### config.mk
export PLATFORM = sky130hd
export DESIGN_NAME = dp_sink_seq
export DESIGN_NICKNAME = d
export VERILOG_FILES = /design/src/rtl/dp_pkg.sv /design/src/rtl/dp_sat_counter.sv /design/src/rtl/dp_sink_seq.sv
export SDC_FILE = /design/constraint.sdc
export NUM_CORES = 1
export LEC_CHECK = 0
export BUFFER_PORTS_ARGS = -buffer_cell sky130_fd_sc_hd__buf_2
export CORE_MARGIN = 10
export CORE_UTILIZATION = 47
export DETAILED_ROUTE_END_ITERATION = 16
export PLACE_DENSITY = 0.79
export SLEW_MARGIN = 20
export SYNTH_ARGS = -nofsm -noshare
export SYNTH_HDL_FRONTEND = slang
export SYNTH_HIERARCHICAL = 1
export SYNTH_SLANG_ARGS = --single-unit
### constraint.sdc
create_clock -name clk -period 1.8 [get_ports clk]
set_clock_uncertainty 0.05 [all_clocks]
set_input_delay 0.09 -clock clk [delete_from_list [all_inputs] [get_ports clk]]
set_output_delay 0.09 -clock clk [all_outputs]
set_load 0.01 [all_outputs]
### src/rtl/dp_pkg.sv
// Shared types and opcode helpers for the DP ALU sink sequencer.
//   ctl_e       : the 14 legal ALU opcodes (4'hE and 4'hF are illegal)
//   rsp_err_e   : response status code
//   seq_state_e : sequencer FSM states
//   is_legal()  : opcode is one the source understands
//   is_long()   : opcode whose result arrives one cycle later than the rest
package dp_pkg;

   typedef enum logic [3:0] {
      CtlOp0 = 4'h0, CtlOp1 = 4'h1, CtlOp2 = 4'h2, CtlOp3 = 4'h3,
      CtlOp4 = 4'h4, CtlOp5 = 4'h5, CtlOp6 = 4'h6, CtlOp7 = 4'h7,
      CtlOp8 = 4'h8, CtlOp9 = 4'h9, CtlOpA = 4'hA, CtlOpB = 4'hB,
      CtlOpC = 4'hC, CtlOpD = 4'hD
   } ctl_e;

   typedef enum logic [1:0] {
      RspOk      = 2'b00,
      RspNoValid = 2'b01,
      RspIllegal = 2'b10
   } rsp_err_e;

   typedef enum logic [2:0] {
      StIdle,
      StIssue,
      StChk1,
      StChk2,
      StResp
   } seq_state_e;

   function automatic logic is_legal(input logic [3:0] ctl);
      return (ctl <= CtlOpD);
   endfunction

   function automatic logic is_long(input logic [3:0] ctl);
      return (ctl == CtlOp6) || (ctl == CtlOp9);
   endfunction

endpackage

### src/rtl/dp_sat_counter.sv
// Saturating up-counter used for the sequencer debug counters.
//   clk   : clock
//   reset : asynchronous active-low reset
//   inc   : add one (ignored once all-ones is reached)
//   clr   : synchronous clear, wins over inc
//   count : current value
module dp_sat_counter #(
   parameter int unsigned W = 16
) (
   input  logic         clk,
   input  logic         reset,
   input  logic         inc,
   input  logic         clr,
   output logic [W-1:0] count
);

   logic [W-1:0] r_count;

   always_ff @(posedge clk or negedge reset) begin
      if (!reset) begin
         r_count <= '0;
      end else if (clr) begin
         r_count <= '0;
      end else if (inc && (r_count != '1)) begin
         r_count <= r_count + {{(W-1){1'b0}}, 1'b1};
      end
   end

   assign count = r_count;

endmodule

### src/rtl/dp_sink_seq.sv
// Sink-side sequencer for the DP ALU source. Takes one command at a time from
// the cmd channel, issues it to the source with a one-cycle valid_in strobe,
// samples the result on the opcode-dependent edge, and returns a tagged
// response on the rsp channel.
//   clk, reset                       : clock, asynchronous active-low reset
//   cmd_valid/ready, cmd_a/b/cin/ctl : upstream command channel
//   ctl, a, b, cin, valid_in         : registered drive to the source
//   valid_out, alu, carry, zero      : source result (zero passed through as-is)
//   rsp_valid/ready, rsp_*           : downstream response channel
//   op_count, err_count              : saturating debug counters
module dp_sink_seq
   import dp_pkg::*;
#(
   parameter int unsigned CNT_W = 16
) (
   input  logic             clk,
   input  logic             reset,
   input  logic             cmd_valid,
   output logic             cmd_ready,
   input  logic [3:0]       cmd_a,
   input  logic [3:0]       cmd_b,
   input  logic             cmd_cin,
   input  logic [3:0]       cmd_ctl,
   output logic [3:0]       ctl,
   output logic [3:0]       a,
   output logic [3:0]       b,
   output logic             cin,
   output logic             valid_in,
   input  logic             valid_out,
   input  logic [3:0]       alu,
   input  logic             carry,
   input  logic             zero,
   output logic             rsp_valid,
   input  logic             rsp_ready,
   output logic [3:0]       rsp_alu,
   output logic             rsp_carry,
   output logic             rsp_zero,
   output logic [3:0]       rsp_ctl,
   output logic [1:0]       rsp_err,
   output logic [CNT_W-1:0] op_count,
   output logic [CNT_W-1:0] err_count
);

   seq_state_e r_state, w_state_d;
   logic       r_cmd_ready, r_valid_in, r_rsp_valid;
   logic [3:0] r_ctl, r_a, r_b, r_rsp_alu, r_rsp_ctl;
   logic       r_cin, r_rsp_carry, r_rsp_zero;
   rsp_err_e   r_rsp_err;
   logic       w_accept, w_sample, w_rsp_hs;

   // r_cmd_ready is low for the first cycle after reset even though the FSM
   // is idle, so every output really is zero while reset is applied.
   assign w_accept = (r_state == StIdle) && r_cmd_ready && cmd_valid;
   assign w_rsp_hs = r_rsp_valid && rsp_ready;
   // Result sample edge: end of CHK1 for short opcodes, end of CHK2 for long.
   assign w_sample = ((r_state == StChk1) && !is_long(r_ctl)) || (r_state == StChk2);

   always_comb begin
      w_state_d = r_state;
      unique case (r_state)
         StIdle:  if (w_accept) w_state_d = is_legal(cmd_ctl) ? StIssue : StResp;
         StIssue: w_state_d = StChk1;
         StChk1:  w_state_d = is_long(r_ctl) ? StChk2 : StResp;
         StChk2:  w_state_d = StResp;
         StResp:  if (w_rsp_hs) w_state_d = StIdle;
         default: w_state_d = StIdle;
      endcase
   end

   always_ff @(posedge clk or negedge reset) begin
      if (!reset) begin
         r_state     <= StIdle;
         r_cmd_ready <= 1'b0;
         r_valid_in  <= 1'b0;
         r_rsp_valid <= 1'b0;
         r_ctl       <= '0;
         r_a         <= '0;
         r_b         <= '0;
         r_cin       <= 1'b0;
         r_rsp_alu   <= '0;
         r_rsp_carry <= 1'b0;
         r_rsp_zero  <= 1'b0;
         r_rsp_ctl   <= '0;
         r_rsp_err   <= RspOk;
      end else begin
         r_state     <= w_state_d;
         // Flag outputs are decoded from the next state so they line up with it.
         r_cmd_ready <= (w_state_d == StIdle);
         r_valid_in  <= (w_state_d == StIssue);
         r_rsp_valid <= (w_state_d == StResp);
         if (w_accept) begin
            r_rsp_ctl <= cmd_ctl;
            if (is_legal(cmd_ctl)) begin
               r_ctl <= cmd_ctl;
               r_a   <= cmd_a;
               r_b   <= cmd_b;
               r_cin <= cmd_cin;
            end else begin
               // Illegal opcode never reaches the source pins.
               r_rsp_alu   <= '0;
               r_rsp_carry <= 1'b0;
               r_rsp_zero  <= 1'b0;
               r_rsp_err   <= RspIllegal;
            end
         end
         if (w_sample) begin
            r_rsp_alu   <= alu;
            r_rsp_carry <= carry;
            r_rsp_zero  <= zero;
            r_rsp_err   <= valid_out ? RspOk : RspNoValid;
         end
      end
   end

   dp_sat_counter #(.W(CNT_W)) u_op_cnt (
      .clk   (clk),
      .reset (reset),
      .inc   (w_rsp_hs),
      .clr   (1'b0),
      .count (op_count)
   );

   dp_sat_counter #(.W(CNT_W)) u_err_cnt (
      .clk   (clk),
      .reset (reset),
      .inc   (w_rsp_hs && (r_rsp_err != RspOk)),
      .clr   (1'b0),
      .count (err_count)
   );

   assign cmd_ready = r_cmd_ready;
   assign ctl       = r_ctl;
   assign a         = r_a;
   assign b         = r_b;
   assign cin       = r_cin;
   assign valid_in  = r_valid_in;
   assign rsp_valid = r_rsp_valid;
   assign rsp_alu   = r_rsp_alu;
   assign rsp_carry = r_rsp_carry;
   assign rsp_zero  = r_rsp_zero;
   assign rsp_ctl   = r_rsp_ctl;
   assign rsp_err   = r_rsp_err;

endmodule
==> results.tsv, run 1 <==
metric	value	unit
status	complete, but fails checks	
failing checks	setup timing	
starting density of the core	49.0	%
Crit Path Max Fanout	8	
Final Hold Viols	0	
Nets	483	
Cell Area, Placed	4020	µm²
Worst Setup EP	u_err_cnt/count[1]$_DFFE_PN0P_	
WL final	10200	µm
Cell Rows	29	
Final min period	1.90	ns
WP depth	6	
synth warn	6	
Cells after Synth	285	
Slew @ Worst Pin	0.555	ns
cts bufs inserted	9	
final core utilization	72.8	%
first-pass GRT wire length	15100	µm
initial antenna violation count	0	
setup_tns	-0.617	ns
Synth async-reset ratio	100	%
Rel. slew slack	62.7	%
total global routing overflow	0	
Worst-path clk slew	0.08	ns
most frequent cells in the layout	buf_2, buf_4, dfrtp_1	
ANT cells	0	
leak pwr	2.26	nW
die width	102	µm
CTS tree	done	
area grow syn2layout	48.6	%
All-Layer GR Usage	18.1	%
crit-path leading delay family	simple AND/OR/NAND/NOR gates	
post-synthesis sequential area ratio	49.8	%
CP required	1.99	ns
H-tree levels	3	
core area	6460	µm²
WP buf/inv	2	
CP Launch Point	u_err_cnt/count[8]$_DFFE_PN0P_	
Synth Area per Inst	11.1	µm²
PortBufs	83	
final instance area	4700	µm²
Final HPWL DP	6250	µm
mapped cell area	3170	µm²
wire per inst	19.0	µm
Final Setup Violations	15	
f_max	0.526	GHz
PD cells	1100	nW/µm²
CTS sink cnt	63	
r2r worst-path depth	6	
Tcrit/Tclk final	106	%
crit path max-delay cell type	nor4_4	
Final Max Slew Viols	0	
RR Startpoint	u_err_cnt/count[8]$_DFFE_PN0P_	
Final ANT Viol Nets	0	
main flop type after synthesis	dfrtp_1	
R2R setup slack	-0.1	ns
worst endpoint data arrival time	2.09	ns
DRT Pass-1 Iters	5	
Residual DRC	0	
largest net degree at the start of global routing	64	
Reg2Reg Capture Point	u_err_cnt/count[1]$_DFFE_PN0P_	
Yosys cell types	45	
startpoint types	flip-flop	
vias in the first global route	3108	
ratio of cells with drive above 1 in the final layout	49.8	%
critical path cell sequence	nand4_1 > nor4_4 > buf_4 > buf_6 > nand3b_1 > a21oi_1	
final worst slack	-0.0995	ns
Worst-Skew Late Latency	0.35	ns
Die Span Y	102	µm
MaxCap Viol Count	0	
Hold Path Origin	cmd_ctl[3]	
die area	10400	µm²
Clk Tree Root Cell	clkbuf_8	
DR vias	3188	
kind of critical path	reg2reg	
Via density	5.91	
1st-iter DRT viols	231	
number of flops mapped to enable cells by yosys	0	
Max VDD drop	1.03	mV
HP Class	in2reg	
io pins	84	
most common cell after layout, fill and taps aside	buf_2	
max incr delay on CP	0.55	ns
Crit. End Element	flip-flop	
clk buf depth	2	
RSZ-0062 raised after global routing	true	
Yosys reg bits	63	
GP Congestion	0.901	
[power by group]
| group | total (mW) | leakage [nW] | internal [mW] | switching [mW] |
|---|---|---|---|---|
| registers | 2.00 | 0.822 | 1.76 | 0.243 |
| clock network | 1.43 | 0.109 | 0.824 | 0.610 |
| logic | 1.73 | 1.32 | 0.874 | 0.854 |
| total | 5.17 | 2.26 | 3.46 | 1.71 |
[through the flow]
stage / worst slack [ns] / total power [mW] / cells / hold WS, ns
2_1_floorplan: -0.00781 / 2.95 / 288 / -0.256
3_3_place_gp: 0.0202 / 3.53 / 488 / 0.0752
3_5_place_dp: -0.0258 / 3.58 / 488 / 0.0793
4_1_cts: -0.00758 / 5.07 / 525 / 0.00306
5_1_grt: -0.176 / 5.42 / 539 / 0.00928
6_report: -0.0995 / 5.17 / 539 / 0.0102
[layer usage]
metal  up-vias  GRT usage, %  wire length (µm)
li1       1436             -                 -
met1      1583          20.7              3990
met2       146          30.4              5110
met3        23          6.01               870
met4         0          7.92               250
met5         -             0                 0
[sequential cells by signal, summed over array words and instances (netlist names)]
register and count:
u_err_cnt/count 16, u_op_cnt/count 16, a 4, b 4, ctl 4, rsp_alu 4
rsp_ctl 4, r_state 3, rsp_err 2, cin 1, cmd_ready 1, rsp_carry 1
rsp_valid 1, rsp_zero 1, valid_in 1
[area by class of cell]
type / count / area (µm²)
repair buffers: 171 / 1160
clock buffers: 10 / 138
multi-input cells: 205 / 1610
inverters: 7 / 30.0
flip-flops and latches: 63 / 1580
fillers: 454 / 1750
well taps: 77 / 96.3
clock inverters: 6 / 92.6
[repair_timing]
item | 4_1_cts | 5_1_grt
pin swaps | 2 | 14
endpoints found under the hold margin | 83 | 0
gates resized for setup | 9 | 27
setup endpoints to repair | 13 | 29
hold buffers | 19 | 0
buffers inserted | 2 | 14
[synth_stat cells, drive strengths merged (9+ instances only)]
cell   number  area [µm²]
nor2       12        45.0
nor2b       9        63.8
nand4      15         106
a21oi      24         120
o31ai      14         105
mux2       22         267
nor4       11        98.8
or4        14         110
nand2      13        48.8
dfrtp      63        1580
[kinds of logic after synthesis]
group           after synthesis  synth area share, %
buf+inv                      20                 3.83
compound gates               67                 14.4
simple gates                110                 22.6
mux                          22                 8.42
flops                        63                 49.8
other cells                   1                0.118
fa+ha+maj                     2                0.790
[how the worst min path moves through the flow]
stage,end,slack [ns],cells after the start
CTS,rsp_ctl[3]$_DFFE_PN0P_,0.003,2
floorplan,a[0]$_DFFE_PN0P_,-0.26,0
finish,rsp_ctl[3]$_DFFE_PN0P_,0.01,2
detailed placement,b[3]$_DFFE_PN0P_,0.08,2
global placement,b[3]$_DFFE_PN0P_,0.08,2
global route,rsp_ctl[3]$_DFFE_PN0P_,0.009,2
(Power assumes the default switching activity.)
==> run 2, diff against run 1 <==
--- a/config.mk
+++ b/config.mk
@@ -10,6 +10,7 @@
 export CORE_UTILIZATION = 47
 export DETAILED_ROUTE_END_ITERATION = 16
 export PLACE_DENSITY = 0.79
+export REMOVE_ABC_BUFFERS = 1
 export SLEW_MARGIN = 20
 export SYNTH_ARGS = -nofsm -noshare
 export SYNTH_HDL_FRONTEND = slang
==> results.tsv, run 2 (synthesis gave the netlist of run 1 again) <==
metric	value	unit
Nets	469	
hold path depth	2	
most common cell after layout, fill and taps aside	buf_2	
ANT cells	0	
CTS tree	done	
Final Max Slew Viols	0	
io pins	84	
final worst slack	-0.0210	ns
Via density	5.71	
area grow syn2layout	47.0	%
failing checks	setup timing	
die width	102	µm
HP Class	in2reg	
DRT Pass-1 Iters	4	
ratio of cells with drive above 1 in the final layout	47.8	%
Placed Instances	482	
Final Setup Violations	1	
total global routing overflow	0	
Worst-Skew Late Latency	0.34	ns
Final min period	1.82	ns
RR Startpoint	u_op_cnt/count[0]$_DFFE_PN0P_	
starting density of the core	49.0	%
largest net degree at the start of global routing	64	
Crit Path Max Fanout	5	
first-pass GRT wire length	15300	µm
PortBufs	83	
Final ANT Viol Nets	0	
core area	6460	µm²
Die Span Y	102	µm
GP Congestion	0.835	
Worst-path clk slew	0.09	ns
WL final	9540	µm
wire per inst	18.2	µm
R2R setup slack	-0.02	ns
worst hold slack	0.0172	ns
All-Layer GR Usage	18.1	%
most frequent cells in the layout	buf_2, dfrtp_1, buf_4	
Worst Hold End	rsp_ctl[3]$_DFFE_PN0P_	
Cell Rows	29	
Final Hold Viols	0	
Hold Path Origin	cmd_ctl[3]	
die area	10400	µm²
DR vias	2996	
CTS sink cnt	63	
clk buf depth	2	
MaxCap Viol Count	0	
Clk Tree Root Cell	clkbuf_8	
H-tree levels	3	
r2r worst-path depth	6	
Final HPWL DP	6130	µm
final core utilization	72.1	%
Crit. End Element	flip-flop	
vias in the first global route	3087	
status	complete, but fails checks	
kind of critical path	reg2reg	
Non-Filler Instances	525	
cts bufs inserted	9	
CP required	1.99	ns
Tcrit/Tclk final	101	%
leak pwr	2.18	nW
1st-iter DRT viols	162	
Residual DRC	0	
Slew @ Worst Pin	0.488	ns
Max VDD drop	0.857	mV
startpoint types	flip-flop	
f_max	0.549	GHz
initial antenna violation count	0	
Reg2Reg Capture Point	u_op_cnt/count[13]$_DFFE_PN0P_	
Rel. slew slack	67.2	%
PD cells	1040	nW/µm²
RSZ-0062 raised after global routing	true	
worst endpoint data arrival time	2.01	ns
run 2: cell count changes in the layout (fill, tap and decap cells not counted), moves of 3 or more:
cell     previous run  this run
buf_4              62        48
nor4_4              2         9
mux2_1              8         4
a21oi_1            17        20
a21oi_2             7         4
buf_6               4         1
mux2_4              5         8
nor4_1              4         1
nor4_2              5         2
run 2: final cells by class:
cell class | count | area, µm²
Timing Repair Buffer | 156 | 1070
Tap cell | 77 | 96.3
Clock inverter | 7 | 55.1
Clock buffer | 9 | 124
Fill cell | 479 | 1800
Sequential cell | 63 | 1580
Inverter | 7 | 31.3
Multi-Input combinational cell | 206 | 1700
run 2: worst max path at each step:
stage	start	to	slack, ns	cells past startpoint
floorplan	u_err_cnt/count[0]$_DFFE_PN0P_	u_err_cnt/count[15]$_DFFE_PN0P_	-0.25	5
global placement	u_err_cnt/count[0]$_DFFE_PN0P_	u_err_cnt/count[15]$_DFFE_PN0P_	-0.03	5
detailed placement	u_err_cnt/count[0]$_DFFE_PN0P_	u_err_cnt/count[15]$_DFFE_PN0P_	-0.09	5
CTS	u_op_cnt/count[0]$_DFFE_PN0P_	u_op_cnt/count[13]$_DFFE_PN0P_	-0.04	5
global route	u_op_cnt/count[0]$_DFFE_PN0P_	u_op_cnt/count[11]$_DFFE_PN0P_	-0.08	6
finish	u_op_cnt/count[0]$_DFFE_PN0P_	u_op_cnt/count[13]$_DFFE_PN0P_	-0.02	6
run 2: worst max-delay path: stages (launching register included):
cell	delay [ns]
dfrtp_1	0.42
buf_4	0.15
and4_2	0.24
nand4_1	0.08
buf_4	0.18
nor4_2	0.24
mux2_2	0.37
run 2: per-stage QoR:
stage | worst slack, ns | setup TNS [ns] | instance area, µm² | power (mW)
6_report | -0.0210 | -0.0210 | 4650 | 4.84
5_1_grt | -0.0759 | -0.377 | 4650 | 5.13
4_1_cts | -0.0368 | -0.0660 | 4390 | 4.78
3_5_place_dp | -0.0942 | -0.606 | 3990 | 3.60
3_3_place_gp | -0.0336 | -0.0835 | 3990 | 3.54
2_1_floorplan | -0.250 | -3.41 | 3080 | 2.85
run 2: report_power, final:
group          switching (mW)  internal [mW]
registers               0.222           1.76
clock network           0.617          0.513
logic                   0.858          0.873
total                    1.70           3.15
run 2: what timing repair did:
| item | in CTS | in global routing |
|---|---|---|
| endpoints found under the hold margin | 83 | 0 |
| resized for setup | 6 | 39 |
| hold buffers | 19 | 0 |
| buffers inserted | 0 | 8 |
| pin swaps | 5 | 15 |
| gates cloned | 1 | 0 |
| setup endpoints to repair | 17 | 36 |
run 2: layer usage:
layer | global-route usage [%] | wire, µm | up-vias | part of all wire (%)
met3 | 8.03 | 843 | 13 | 8.8
met5 | 0 | 0 | - | 0
li1 | - | - | 1422 | -
met1 | 21.7 | 3940 | 1465 | 41
met4 | 6.29 | 88 | 0 | 0.92
met2 | 28.2 | 4670 | 96 | 49
